<file path="src/rtl/lc2k_pkg.sv">
// Shared encodings for the LC2K multi-cycle controller and its datapath:
// opcodes, sequencer states, ALU / PC / write-data mux selects, and the
// bundle of per-cycle control strobes.
package lc2k_pkg;

  // Opcode field IR[24:22]
  localparam logic [2:0] OP_ADD  = 3'd0;
  localparam logic [2:0] OP_NOR  = 3'd1;
  localparam logic [2:0] OP_LW   = 3'd2;
  localparam logic [2:0] OP_SW   = 3'd3;
  localparam logic [2:0] OP_BEQ  = 3'd4;
  localparam logic [2:0] OP_JALR = 3'd5;
  localparam logic [2:0] OP_HALT = 3'd6;
  localparam logic [2:0] OP_NOOP = 3'd7;

  // Sequencer states
  localparam logic [2:0] ST_FETCH  = 3'd0;
  localparam logic [2:0] ST_DECODE = 3'd1;
  localparam logic [2:0] ST_EXEC   = 3'd2;
  localparam logic [2:0] ST_MEM    = 3'd3;
  localparam logic [2:0] ST_WB     = 3'd4;
  localparam logic [2:0] ST_HALT   = 3'd5;
  localparam logic [2:0] ST_FAULT  = 3'd6;

  // ALU operation select
  localparam logic [1:0] ALU_OP_ADD = 2'b00;
  localparam logic [1:0] ALU_OP_NOR = 2'b01;
  localparam logic [1:0] ALU_OP_EQ  = 2'b10;

  // PC source select
  localparam logic [1:0] PC_SRC_INC  = 2'b00;  // PC+1
  localparam logic [1:0] PC_SRC_BR   = 2'b01;  // PC+1+offset
  localparam logic [1:0] PC_SRC_REGA = 2'b10;  // regA (jalr)

  // Regfile write-data select
  localparam logic [1:0] WDATA_MEM = 2'b00;
  localparam logic [1:0] WDATA_ALU = 2'b01;
  localparam logic [1:0] WDATA_PC1 = 2'b10;

  // Every strobe/select the controller drives in one cycle
  typedef struct packed {
    logic       mem_req;
    logic       mem_we;
    logic       mem_addr_sel;
    logic       ir_write;
    logic       pc_write;
    logic [1:0] pc_src;
    logic       reg_write;
    logic       write_reg_sel;
    logic [1:0] write_data_sel;
    logic       alu_src_b;
    logic [1:0] alu_op;
    logic       halted;
    logic       fault;
  } ctrl_t;

  // ALU B operand: regB for register-register ops and beq, offset for lw/sw
  function automatic logic alu_src_b_for(input logic [2:0] op);
    return (op == OP_ADD) || (op == OP_NOR) || (op == OP_BEQ);
  endfunction

  function automatic logic [1:0] alu_op_for(input logic [2:0] op);
    case (op)
      OP_NOR:  return ALU_OP_NOR;
      OP_BEQ:  return ALU_OP_EQ;
      default: return ALU_OP_ADD;
    endcase
  endfunction

endpackage

</file>
<file path="src/rtl/lc2k_multicycle_ctrl_if.sv">
// Controller <-> datapath/memory signal bundle. The master side is the
// controller; the slave side is the datapath plus unified memory.
interface lc2k_multicycle_ctrl_if #(
  parameter int CNT_W = 32
);
  logic [2:0]       opcode;
  logic             alu_eq;
  logic             mem_ack;
  logic             mem_req;
  logic             mem_we;
  logic             mem_addr_sel;
  logic             ir_write;
  logic             pc_write;
  logic [1:0]       pc_src;
  logic             reg_write;
  logic             write_reg_sel;
  logic [1:0]       write_data_sel;
  logic             alu_srcB;
  logic [1:0]       alu_op;
  logic             halted;
  logic             fault;
  logic [CNT_W-1:0] instr_count;

  modport master (
    input  opcode, alu_eq, mem_ack,
    output mem_req, mem_we, mem_addr_sel, ir_write, pc_write, pc_src,
           reg_write, write_reg_sel, write_data_sel, alu_srcB, alu_op,
           halted, fault, instr_count
  );

  modport slave (
    output opcode, alu_eq, mem_ack,
    input  mem_req, mem_we, mem_addr_sel, ir_write, pc_write, pc_src,
           reg_write, write_reg_sel, write_data_sel, alu_srcB, alu_op,
           halted, fault, instr_count
  );
endinterface

</file>
<file path="src/rtl/lc2k_mem_wait_timer.sv">
// Counts consecutive request cycles without an acknowledge and raises
// timeout in the cycle where the WAIT_LIMIT-th such cycle is reached.
module lc2k_mem_wait_timer #(
  parameter int WAIT_LIMIT = 16
) (
  input  logic clk,
  input  logic rst_n,
  input  logic req,
  input  logic ack,
  output logic timeout
);

  localparam int CW = (WAIT_LIMIT > 1) ? $clog2(WAIT_LIMIT) : 1;
  localparam logic [CW-1:0] LAST = CW'(WAIT_LIMIT - 1);

  logic [CW-1:0] cnt_q;

  // Wait counter: cleared by idle or ack, saturates at the timeout value
  always_ff @(posedge clk) begin
    // NOTE: state registers use non-blocking assignment so every flop samples pre-edge values.
    if (!rst_n)
      cnt_q <= '0;
    else if (!req || ack)
      cnt_q <= '0;
    else if (cnt_q != LAST)
      cnt_q <= cnt_q + CW'(1);
  end

  assign timeout = req && !ack && (cnt_q == LAST);

endmodule

</file>
<file path="src/rtl/lc2k_multicycle_ctrl.sv">
// Multi-cycle LC2K sequencer: FETCH/DECODE/EXEC/MEM/WB with absorbing
// HALT and FAULT states, per-cycle datapath strobes decoded from the
// current state, and a retired-instruction counter.
module lc2k_multicycle_ctrl
  import lc2k_pkg::*;
#(
  parameter int WAIT_LIMIT = 16,
  parameter int CNT_W      = 32
) (
  input  logic                   clk,
  input  logic                   rst_n,
  lc2k_multicycle_ctrl_if.master bus
);

  logic [2:0]       state_q;
  logic [2:0]       state_d;
  logic [2:0]       op_q;
  logic [CNT_W-1:0] cnt_q;
  logic             timeout;
  logic             retire;
  ctrl_t            ctrl;

  lc2k_mem_wait_timer #(
    .WAIT_LIMIT (WAIT_LIMIT)
  ) u_wait_timer (
    .clk     (clk),
    .rst_n   (rst_n),
    .req     (ctrl.mem_req),
    .ack     (bus.mem_ack),
    .timeout (timeout)
  );

  // Next state and control strobes from state, latched opcode, ack and compare
  always_comb begin
    // NOTE: defaults first so every path assigns every signal and no latch is inferred.
    ctrl    = '0;
    state_d = state_q;
    case (state_q)
      ST_FETCH: begin
        ctrl.mem_req = 1'b1;
        if (bus.mem_ack) begin
          ctrl.ir_write = 1'b1;
          state_d       = ST_DECODE;
        end else if (timeout) begin
          state_d = ST_FAULT;
        end
      end
      ST_DECODE: begin
        // op_q is loaded at the end of this cycle, so decode the live IR field
        case (bus.opcode)
          OP_HALT: state_d = ST_HALT;
          OP_NOOP: begin
            ctrl.pc_write = 1'b1;
            ctrl.pc_src   = PC_SRC_INC;
            state_d       = ST_FETCH;
          end
          default: state_d = ST_EXEC;
        endcase
      end
      ST_EXEC: begin
        ctrl.alu_src_b = alu_src_b_for(op_q);
        ctrl.alu_op    = alu_op_for(op_q);
        case (op_q)
          OP_ADD, OP_NOR: state_d = ST_WB;
          OP_LW, OP_SW:   state_d = ST_MEM;
          OP_BEQ: begin
            ctrl.pc_write = 1'b1;
            ctrl.pc_src   = bus.alu_eq ? PC_SRC_BR : PC_SRC_INC;
            state_d       = ST_FETCH;
          end
          OP_JALR: begin
            // regB gets old PC+1 and PC gets regA on the same edge
            ctrl.reg_write      = 1'b1;
            ctrl.write_reg_sel  = 1'b0;
            ctrl.write_data_sel = WDATA_PC1;
            ctrl.pc_write       = 1'b1;
            ctrl.pc_src         = PC_SRC_REGA;
            state_d             = ST_FETCH;
          end
          default: state_d = ST_FETCH;
        endcase
      end
      ST_MEM: begin
        ctrl.mem_req      = 1'b1;
        ctrl.mem_addr_sel = 1'b1;
        ctrl.mem_we       = (op_q == OP_SW);
        ctrl.alu_src_b    = alu_src_b_for(op_q);
        ctrl.alu_op       = alu_op_for(op_q);
        if (bus.mem_ack) begin
          if (op_q == OP_LW) begin
            state_d = ST_WB;
          end else begin
            ctrl.pc_write = 1'b1;
            ctrl.pc_src   = PC_SRC_INC;
            state_d       = ST_FETCH;
          end
        end else if (timeout) begin
          state_d = ST_FAULT;
        end
      end
      ST_WB: begin
        ctrl.reg_write = 1'b1;
        if (op_q == OP_LW) begin
          ctrl.write_reg_sel  = 1'b0;
          ctrl.write_data_sel = WDATA_MEM;
        end else begin
          ctrl.write_reg_sel  = 1'b1;
          ctrl.write_data_sel = WDATA_ALU;
        end
        ctrl.pc_write = 1'b1;
        ctrl.pc_src   = PC_SRC_INC;
        state_d       = ST_FETCH;
      end
      ST_HALT:  ctrl.halted = 1'b1;
      ST_FAULT: ctrl.fault  = 1'b1;
      default:  state_d = ST_FETCH;
    endcase
    // Everything is quiet while reset is held
    if (!rst_n) begin
      ctrl    = '0;
      state_d = ST_FETCH;
    end
  end

  // An instruction retires when its last working state hands back to FETCH,
  // or when halt is decoded
  assign retire = ((state_q == ST_DECODE) || (state_q == ST_EXEC) ||
                   (state_q == ST_MEM)    || (state_q == ST_WB)) &&
                  ((state_d == ST_FETCH)  || (state_d == ST_HALT));

  // State, latched opcode and retired-instruction counter
  always_ff @(posedge clk) begin
    if (!rst_n) begin
      state_q <= ST_FETCH;
      op_q    <= OP_ADD;
      cnt_q   <= '0;
    end else begin
      state_q <= state_d;
      if (state_q == ST_DECODE)
        op_q <= bus.opcode;
      if (retire)
        cnt_q <= cnt_q + CNT_W'(1);
    end
  end

  assign bus.mem_req        = ctrl.mem_req;
  assign bus.mem_we         = ctrl.mem_we;
  assign bus.mem_addr_sel   = ctrl.mem_addr_sel;
  assign bus.ir_write       = ctrl.ir_write;
  assign bus.pc_write       = ctrl.pc_write;
  assign bus.pc_src         = ctrl.pc_src;
  assign bus.reg_write      = ctrl.reg_write;
  assign bus.write_reg_sel  = ctrl.write_reg_sel;
  assign bus.write_data_sel = ctrl.write_data_sel;
  assign bus.alu_srcB       = ctrl.alu_src_b;
  assign bus.alu_op         = ctrl.alu_op;
  assign bus.halted         = ctrl.halted;
  assign bus.fault          = ctrl.fault;
  assign bus.instr_count    = rst_n ? cnt_q : '0;

endmodule

</file>
<file path="src/flat_wrapper.sv">
// flat-port wrapper written by rule: the top's interface ports become plain ports
module lc2k_multicycle_ctrl_flat import lc2k_pkg::*;
#(
  parameter int WAIT_LIMIT = 16,
  parameter int CNT_W      = 32
)
  (clk, rst_n, bus_opcode, bus_alu_eq, bus_mem_ack, bus_mem_req, bus_mem_we, bus_mem_addr_sel, bus_ir_write, bus_pc_write, bus_pc_src, bus_reg_write, bus_write_reg_sel, bus_write_data_sel, bus_alu_srcB, bus_alu_op, bus_halted, bus_fault, bus_instr_count);
  lc2k_multicycle_ctrl_if #(.CNT_W(CNT_W)) bus_i ();
  input  logic clk;
  input  logic rst_n;
  input wire logic [$bits(bus_i.opcode)-1:0] bus_opcode;
  input wire logic [$bits(bus_i.alu_eq)-1:0] bus_alu_eq;
  input wire logic [$bits(bus_i.mem_ack)-1:0] bus_mem_ack;
  output wire logic [$bits(bus_i.mem_req)-1:0] bus_mem_req;
  output wire logic [$bits(bus_i.mem_we)-1:0] bus_mem_we;
  output wire logic [$bits(bus_i.mem_addr_sel)-1:0] bus_mem_addr_sel;
  output wire logic [$bits(bus_i.ir_write)-1:0] bus_ir_write;
  output wire logic [$bits(bus_i.pc_write)-1:0] bus_pc_write;
  output wire logic [$bits(bus_i.pc_src)-1:0] bus_pc_src;
  output wire logic [$bits(bus_i.reg_write)-1:0] bus_reg_write;
  output wire logic [$bits(bus_i.write_reg_sel)-1:0] bus_write_reg_sel;
  output wire logic [$bits(bus_i.write_data_sel)-1:0] bus_write_data_sel;
  output wire logic [$bits(bus_i.alu_srcB)-1:0] bus_alu_srcB;
  output wire logic [$bits(bus_i.alu_op)-1:0] bus_alu_op;
  output wire logic [$bits(bus_i.halted)-1:0] bus_halted;
  output wire logic [$bits(bus_i.fault)-1:0] bus_fault;
  output wire logic [$bits(bus_i.instr_count)-1:0] bus_instr_count;
  assign bus_i.opcode = bus_opcode;
  assign bus_i.alu_eq = bus_alu_eq;
  assign bus_i.mem_ack = bus_mem_ack;
  assign bus_mem_req = bus_i.mem_req;
  assign bus_mem_we = bus_i.mem_we;
  assign bus_mem_addr_sel = bus_i.mem_addr_sel;
  assign bus_ir_write = bus_i.ir_write;
  assign bus_pc_write = bus_i.pc_write;
  assign bus_pc_src = bus_i.pc_src;
  assign bus_reg_write = bus_i.reg_write;
  assign bus_write_reg_sel = bus_i.write_reg_sel;
  assign bus_write_data_sel = bus_i.write_data_sel;
  assign bus_alu_srcB = bus_i.alu_srcB;
  assign bus_alu_op = bus_i.alu_op;
  assign bus_halted = bus_i.halted;
  assign bus_fault = bus_i.fault;
  assign bus_instr_count = bus_i.instr_count;
  lc2k_multicycle_ctrl #(.WAIT_LIMIT(WAIT_LIMIT), .CNT_W(CNT_W)) u_core (.clk(clk), .rst_n(rst_n), .bus(bus_i));
endmodule
</file>
<file path="config.mk">
export PLATFORM = sky130hd
export DESIGN_NAME = lc2k_multicycle_ctrl_flat
export DESIGN_NICKNAME = d
export VERILOG_FILES = /design/src/rtl/lc2k_pkg.sv /design/src/rtl/lc2k_multicycle_ctrl_if.sv /design/src/rtl/lc2k_mem_wait_timer.sv /design/src/rtl/lc2k_multicycle_ctrl.sv /design/src/flat_wrapper.sv
export SDC_FILE = /design/constraint.sdc
export NUM_CORES = 1
export LEC_CHECK = 0
export BUFFER_PORTS_ARGS = -buffer_cell sky130_fd_sc_hd__buf_2
export CAP_MARGIN = 0
export CELL_PAD_IN_SITES_DETAIL_PLACEMENT = 0
export CELL_PAD_IN_SITES_GLOBAL_PLACEMENT = 1
export CORE_MARGIN = 2
export CORE_UTILIZATION = 35
export CTS_CLUSTER_DIAMETER = 60
export DETAILED_ROUTE_END_ITERATION = 10
export PLACE_DENSITY_LB_ADDON = 0.1
export SLEW_MARGIN = 20
export SYNTH_ARGS = -nofsm -noshare
export SYNTH_HDL_FRONTEND = slang
export SYNTH_SLANG_ARGS = --single-unit
</file>
<file path="constraint.sdc">
create_clock -name clk -period 2.9 [get_ports clk]
set_input_delay 0 -clock clk [delete_from_list [all_inputs] [get_ports clk]]
set_output_delay 0 -clock clk [all_outputs]
set_load 0.01 [all_outputs]
</file>
# After elaboration in Yosys (flattened, before gate mapping)

Cells that the tools add are included.

Flip-flop bits (word level): 42
Input port bits: 7
Output and inout port bits: 48
Word-level logic and storage cells: 71

Add/subtract/negate cells: 2
Equal/unequal tests: 16
Muxes and demuxes: 27
Bitwise gates (word level): 1
Reductions and logical operators: 21

Operators with widths:

| kind                                           | count |
|---|---|
| adder 32 x 1 -> 32 bit (second input constant) | 1 |
| 2-to-1 mux 32 bit                              | 1 |
| 2-to-1 mux 3 bit                               | 10 |
| == test 3 bit (second input constant)          | 8 |
| one-hot mux 3 bit (2 select lines)             | 3 |
| 2-to-1 mux 16 bit                              | 1 |
| one-hot mux 3 bit (5 select lines)             | 1 |
| == test 3 x 2 -> 1 bit (second input constant) | 4 |
| one-hot mux 3 bit (4 select lines)             | 1 |
| OR reduction 2 bit                             | 6 |
| logical NOT 3 bit                              | 3 |
| one-hot mux 4 bit (2 select lines)             | 1 |
| logical OR 1 bit                               | 7 |
| == test 3 x 1 -> 1 bit (second input constant) | 2 |
| 2-to-1 mux 1 bit                               | 6 |
| adder 4 x 1 -> 4 bit (second input constant)   | 1 |
| == test 4 bit (second input constant)          | 1 |
| 2-to-1 mux 4 bit                               | 1 |
| inequality test 4 bit (second input constant)  | 1 |
| one-hot mux 2 bit (2 select lines)             | 1 |
| logical AND 1 bit                              | 3 |
| logical NOT 1 bit                              | 2 |
| 2-to-1 mux 2 bit                               | 1 |
| inverter 1 bit                                 | 1 |

# Depth between registers and ports, before layout

Depth in word-level cells: 14
Depth in mapped cells: 8
Depth with buffers taken out: 7

# Cells and area by module

A second synthesis with hierarchy kept.

Cell total of the unflattened synthesis: 324
Area total of the unflattened synthesis: 2,575.0 µm²

Modules (own cells, without submodules):

| module               | instances | cells each | area an instance (µm²) | seq. area each (µm²) |
|---|---|---|---|---|
| lc2k_multicycle_ctrl | 1         | 304        | 2,391.0                | 760.7 |
| lc2k_mem_wait_timer  | 1         | 20         | 183.9                  | 80.1 |

# Worst setup path before layout

Ideal clock, no wire load.

Kind: flip-flop to flip-flop
Start point: register u_core.u_wait_timer.cnt_q[0]
End point: register u_core.cnt_q[12]
Library setup time: 0.123 ns
Arrival: 2.321 ns
Data required time: 2.777 ns
Slack: 0.456 ns
Stages on the path, launching flop included: 9
Path buffers: 1
Clock period less this slack: 2.444 ns
Cells stage by stage: dfxtp_1 -> ha_1 -> nand3_1 -> nor4bb_2 -> o311ai_1 -> xor2_2 -> buf_6 -> a2111oi_2 -> mux2_1

Cells in the longest elaborated chain, start to end: 9
Elaborated cells between the ends (all ways): 11
Classes of those cells: 2 x eq/ne; 5 x mux; 4 x reduce/logical

RTL lines:

| item                                                      | RTL line                                               | text |
|---|---|---|
| start, declared                                           | lc2k_mem_wait_timer.sv:16                              | `logic [CW-1:0] cnt_q;` |
| start signal, assigned                                    | lc2k_mem_wait_timer.sv:26                              | `cnt_q <= cnt_q + CW'(1);` |
| == test 4 bit *                                           | lc2k_mem_wait_timer.sv:29                              | `assign timeout = req && !ack && (cnt_q == LAST);` |
| logical AND 1 bit *                                       | lc2k_mem_wait_timer.sv:29                              |  |
| 2-to-1 mux 3 bit *                                        | lc2k_multicycle_ctrl.sv:44, lc2k_multicycle_ctrl.sv:97 |  |
| 2-to-1 mux 3 bit (on tied branches)                       | lc2k_multicycle_ctrl.sv:89, lc2k_multicycle_ctrl.sv:41 |  |
| one-hot mux 3 bit (5 select lines) *                      | lc2k_multicycle_ctrl.sv:38                             | `case (state_q)` |
| 2-to-1 mux 3 bit *                                        | lc2k_multicycle_ctrl.sv:119                            | `if (!rst_n) begin` |
| == test 3 bit / logical NOT 3 bit (equally long branches) | lc2k_multicycle_ctrl.sv:129                            | `((state_d == ST_FETCH) \|\| (state_d == ST_HALT));` |
| logical OR 1 bit *                                        | lc2k_multicycle_ctrl.sv:129                            |  |
| logical AND 1 bit *                                       | lc2k_multicycle_ctrl.sv:128                            | `(state_q == ST_MEM) \|\| (state_q == ST_WB)) &&` |
| end signal, assigned                                      | lc2k_multicycle_ctrl.sv:142                            | `cnt_q <= cnt_q + CNT_W'(1);` |
| end, declared                                             | lc2k_multicycle_ctrl.sv:18                             | `logic [CNT_W-1:0] cnt_q;` |

Every way passes the cells marked *; elsewhere a longest branch is shown, timed or not.
A chain may end at the register's enable or synchronous reset.

# Worst setup path in the final report

Start point: register u_core.state_q[2]
End point: register u_core.cnt_q[14]

Cells in the longest elaborated chain, start to end: 13
Elaborated cells between the ends (all ways): 25
Classes of those cells: 7 x eq/ne; 7 x mux; 11 x reduce/logical

RTL lines:

| item                                                               | RTL line                                                | text |
|---|---|---|
| start, declared                                                    | lc2k_multicycle_ctrl.sv:15                              | `logic [2:0] state_q;` |
| start signal, assigned                                             | lc2k_multicycle_ctrl.sv:138                             | `state_q <= state_d;` |
| == test 3 x 2 -> 1 bit / logical NOT 3 bit (equally long branches) | lc2k_multicycle_ctrl.sv:38, lc2k_multicycle_ctrl.sv:128 |  |
| OR reduction 2 bit (no line)                                       | -                                                       |  |
| 2-to-1 mux 1 bit                                                   | lc2k_multicycle_ctrl.sv:38                              |  |
| 2-to-1 mux 16 bit                                                  | lc2k_multicycle_ctrl.sv:119                             |  |
| logical AND 1 bit (2 in series)                                    | lc2k_mem_wait_timer.sv:29                               |  |
| 2-to-1 mux 3 bit                                                   | lc2k_multicycle_ctrl.sv:44, lc2k_multicycle_ctrl.sv:97  |  |
| 2-to-1 mux 3 bit (on tied branches)                                | lc2k_multicycle_ctrl.sv:89, lc2k_multicycle_ctrl.sv:41  |  |
| one-hot mux 3 bit (5 select lines)                                 | lc2k_multicycle_ctrl.sv:38                              |  |
| 2-to-1 mux 3 bit                                                   | lc2k_multicycle_ctrl.sv:119                             |  |
| == test 3 bit / logical NOT 3 bit (equally long branches)          | lc2k_multicycle_ctrl.sv:129                             |  |
| logical OR 1 bit                                                   | lc2k_multicycle_ctrl.sv:129                             |  |
| logical AND 1 bit *                                                | lc2k_multicycle_ctrl.sv:128                             |  |

Marks and branches as above.

==> results_dict.tcl <==
set metrics [dict create \
    core_mm2 0.00809 \
    wl_mm 7.35 \
    min_period_ps 2740 \
    status "complete, no violations" \
    fin_cells 489 \
    synth_warnings 0 \
    clkSinkCount 42 \
    slew_viol_final 0 \
    viasPerCell 5.24 \
    crit_path_end_kind "flop" \
    grt_overflow 0 \
    fp.dieH_um 94.6 \
    num_io_pins 55 \
    ys_types 47 \
    gp_congestion 0.786 \
    worst_slack_ps 157 \
    worstRegToRegCells 7 \
    crit_family "simple AND/OR/NAND/NOR gates" \
    hold_path_depth 3 \
    reg2reg_slack_ps 160 \
    fill_cells 878 \
    ys_seq_area_share_pct 29.2 \
    skew_ps 17.8 \
    cp_max_fo 15 \
    n_antenna_cell 0 \
    max_slew_margin_pct 61.8 \
    synth_seq_cells 42 \
    initialDrtViolationCount 81 \
    synth-edff-count 0 \
    hp-start "bus_opcode[1]" \
    chipWidth_um 94.6 \
    grt_pass1_vias 2348 \
    area_delta_synth_final_pct 20.9 \
    cts_buffers 5 \
    avgRoutedWirePerCell_um 15.0 \
    critPathMaxStageDelay_ps 490 \
    dp.cells 480 \
    clockBufferDepth 2 \
    yosys_most_used_dff "dfxtp_1" \
    hp-class "input port to flop" \
    pre_cts_slack_ps 72.9 \
    syn-instance-count 324 \
    clk_latency_ps 310 \
    path_class "flop to flop" \
    htree_levels 2 \
    max_freq_mhz 365 \
    grt_pass1_wl_mm 12.0 \
    ir_worst_vdd_mv 0.139 \
    initial_utilization_pct 35.5 \
    min_to "u_core.op_q[1]" \
    maxCapViolCount 0 \
    die_area_mm2 0.00896 \
    worstMarginPinSlew_ps 574 \
    synth.avg_cell_area_um2 8.87 \
    crit_slowest_cell "dfxtp_1" \
    start_kind "flop" \
    io_buffers 54 \
    fin_nets 392 \
    finalHoldViolCount 0 \
    p_total_mw 1.24 \
    postRouteAntennaNets 0 \
    power.density_mw_per_mm2 357 \
    dp_hpwl_mm 5.16 \
    syn_area_mm2 0.00288 \
    setup_violations 0 \
    critPathRequiredTime_ps 3080 \
    postCtsSetupRepairBufs 0 \
    r2r-end "u_core.cnt_q[14]" \
    drc_errors 0 \
    synth_nets 333 \
    leakagePower_nw 1.49 \
    clock_tree.root_cell "clkbuf_8" \
    cts_tree "yes" \
    antenna_found_initial 0 \
    path_cells "and2b_1 -> and4_1 -> or3_1 -> xor2_4 -> buf_4 -> a2111oi_2 -> mux2_1" \
    cp.arrival_ps 2930 \
    period_share_pct 94.6 \
    clk_pin_slew_worst_paths_ps 80 \
    drive_above_1_share_pct 27.6 \
    grt_max_degree 76 \
    async_flop_share_pct 0 \
    rows 33 \
    drt_first_pass_iters 4 \
    track_usage_pct 16.7 \
    crit_buf_inv 1 \
    crit-reg2reg-launch "u_core.state_q[2]" \
    vias 2561 \
]
==> area by class of cell <==
type / instances / area (µm²) / share of cell area [%]
Timing Repair Buffer: 76 / 450 / 13.0
Tap cell: 105 / 131 / 3.78
Clock buffer: 7 / 86.3 / 2.48
Sequential cell: 42 / 841 / 24.2
Inverter: 5 / 18.8 / 0.540
Clock inverter: 1 / 5.00 / 0.144
Multi-Input combinational cell: 253 / 1940 / 55.9
==> synthesized netlist by cell type, types with 3 or more instances <==
library cell | number | share of area (%)
nand2_1 | 18 | 2.3
nand2b_1 | 3 | 0.65
nor2_1 | 8 | 1.0
clkbuf_1 | 12 | 1.6
inv_1 | 5 | 0.65
a211oi_1 | 11 | 2.9
buf_2 | 5 | 0.87
dfxtp_1 | 42 | 29
mux2_1 | 30 | 12
buf_1 | 4 | 0.52
or3_1 | 3 | 0.65
mux2i_1 | 5 | 1.7
nand3_1 | 23 | 4.0
a21oi_1 | 3 | 0.52
nor3_1 | 5 | 0.87
and2_1 | 35 | 7.6
a2111oi_2 | 16 | 8.4
nor3b_1 | 4 | 1.0
nor2b_1 | 36 | 7.8
nand3b_1 | 3 | 0.78
and3_1 | 11 | 2.4
nand4_1 | 7 | 1.5
==> per-layer routing <==
layer / track usage, % / vias to the layer above / wire [µm]
li1: - / 1293 / -
met4: 4.23 / 0 / 70
met5: 0 / - / 0
met3: 2.87 / 7 / 253
met2: 26.9 / 43 / 3500
met1: 23.2 / 1218 / 3530
==> how the worst max path moves through the flow <==
stage / depth (start not counted) / end / from
floorplan: 8 / u_core.cnt_q[12] / u_core.u_wait_timer.cnt_q[0]
global placement: 8 / u_core.cnt_q[7] / u_core.u_wait_timer.cnt_q[0]
detailed placement: 8 / u_core.cnt_q[6] / u_core.u_wait_timer.cnt_q[0]
CTS: 8 / u_core.cnt_q[7] / u_core.u_wait_timer.cnt_q[0]
global route: 8 / u_core.cnt_q[18] / u_core.u_wait_timer.cnt_q[0]
finish: 7 / u_core.cnt_q[14] / u_core.state_q[2]
==> power breakdown <==
group	internal (mW)	total [mW]	switching [mW]	leakage (nW)
registers	0.586	0.598	0.0118	0.339
clock network	0.193	0.406	0.213	0.0482
logic	0.0910	0.238	0.147	1.10
==> sequential cells by signal (all words and copies together), names as in the netlist <==
signal,flops
u_core.u_wait_timer.cnt_q,4
u_core.op_q,3
u_core.state_q,3
u_core.cnt_q,32
==> worst min-delay path, cell delays in order <==
cell and delay (ps):
buf_2 120, mux2i_1 70, nor2b_1 90
==> cell families after synthesis <==
group / Yosys count / synth area share, %
simple gates: 165 / 33.8
compound gates: 48 / 16.8
flops: 42 / 29.2
mux: 35 / 13.5
buf+inv: 29 / 4.66
xor+xnor: 3 / 1.18
fa+ha+maj: 2 / 0.870
==> per-stage QoR <==
stage	hold slack [ps]	utilization, %	area [µm²]	setup TNS [ps]
after floorplan	145	-	2880	0
after global placement	287	41.4	3350	0
after detailed placement	305	41.4	3350	0
after CTS	17.2	42.7	3450	0
after global routing	49.5	42.9	3480	-24.5
final	30.0	42.9	3480	0
==> cells in the final DEF (no fill, tap or decap), drive strengths merged, types with 7 or more instances in the layout <==
master / instances
buf: 75
dfxtp: 42
nor2b: 36
and2: 35
mux2: 30
nand3: 23
nand2: 18
a2111oi: 18
and3: 11
a211oi: 11
nor2: 8
nand4: 7
clkbuf: 7
==> what timing repair did <==
| action | in CTS | in global routing |
|---|---|---|
| gates resized for setup | 0 | 5 |
| hold endpoints to repair | 1 | 0 |
| hold buffers | 1 | 0 |
| endpoints found under the setup margin | 0 | 14 |
Note: power is estimated with default switching activity, not from simulation.
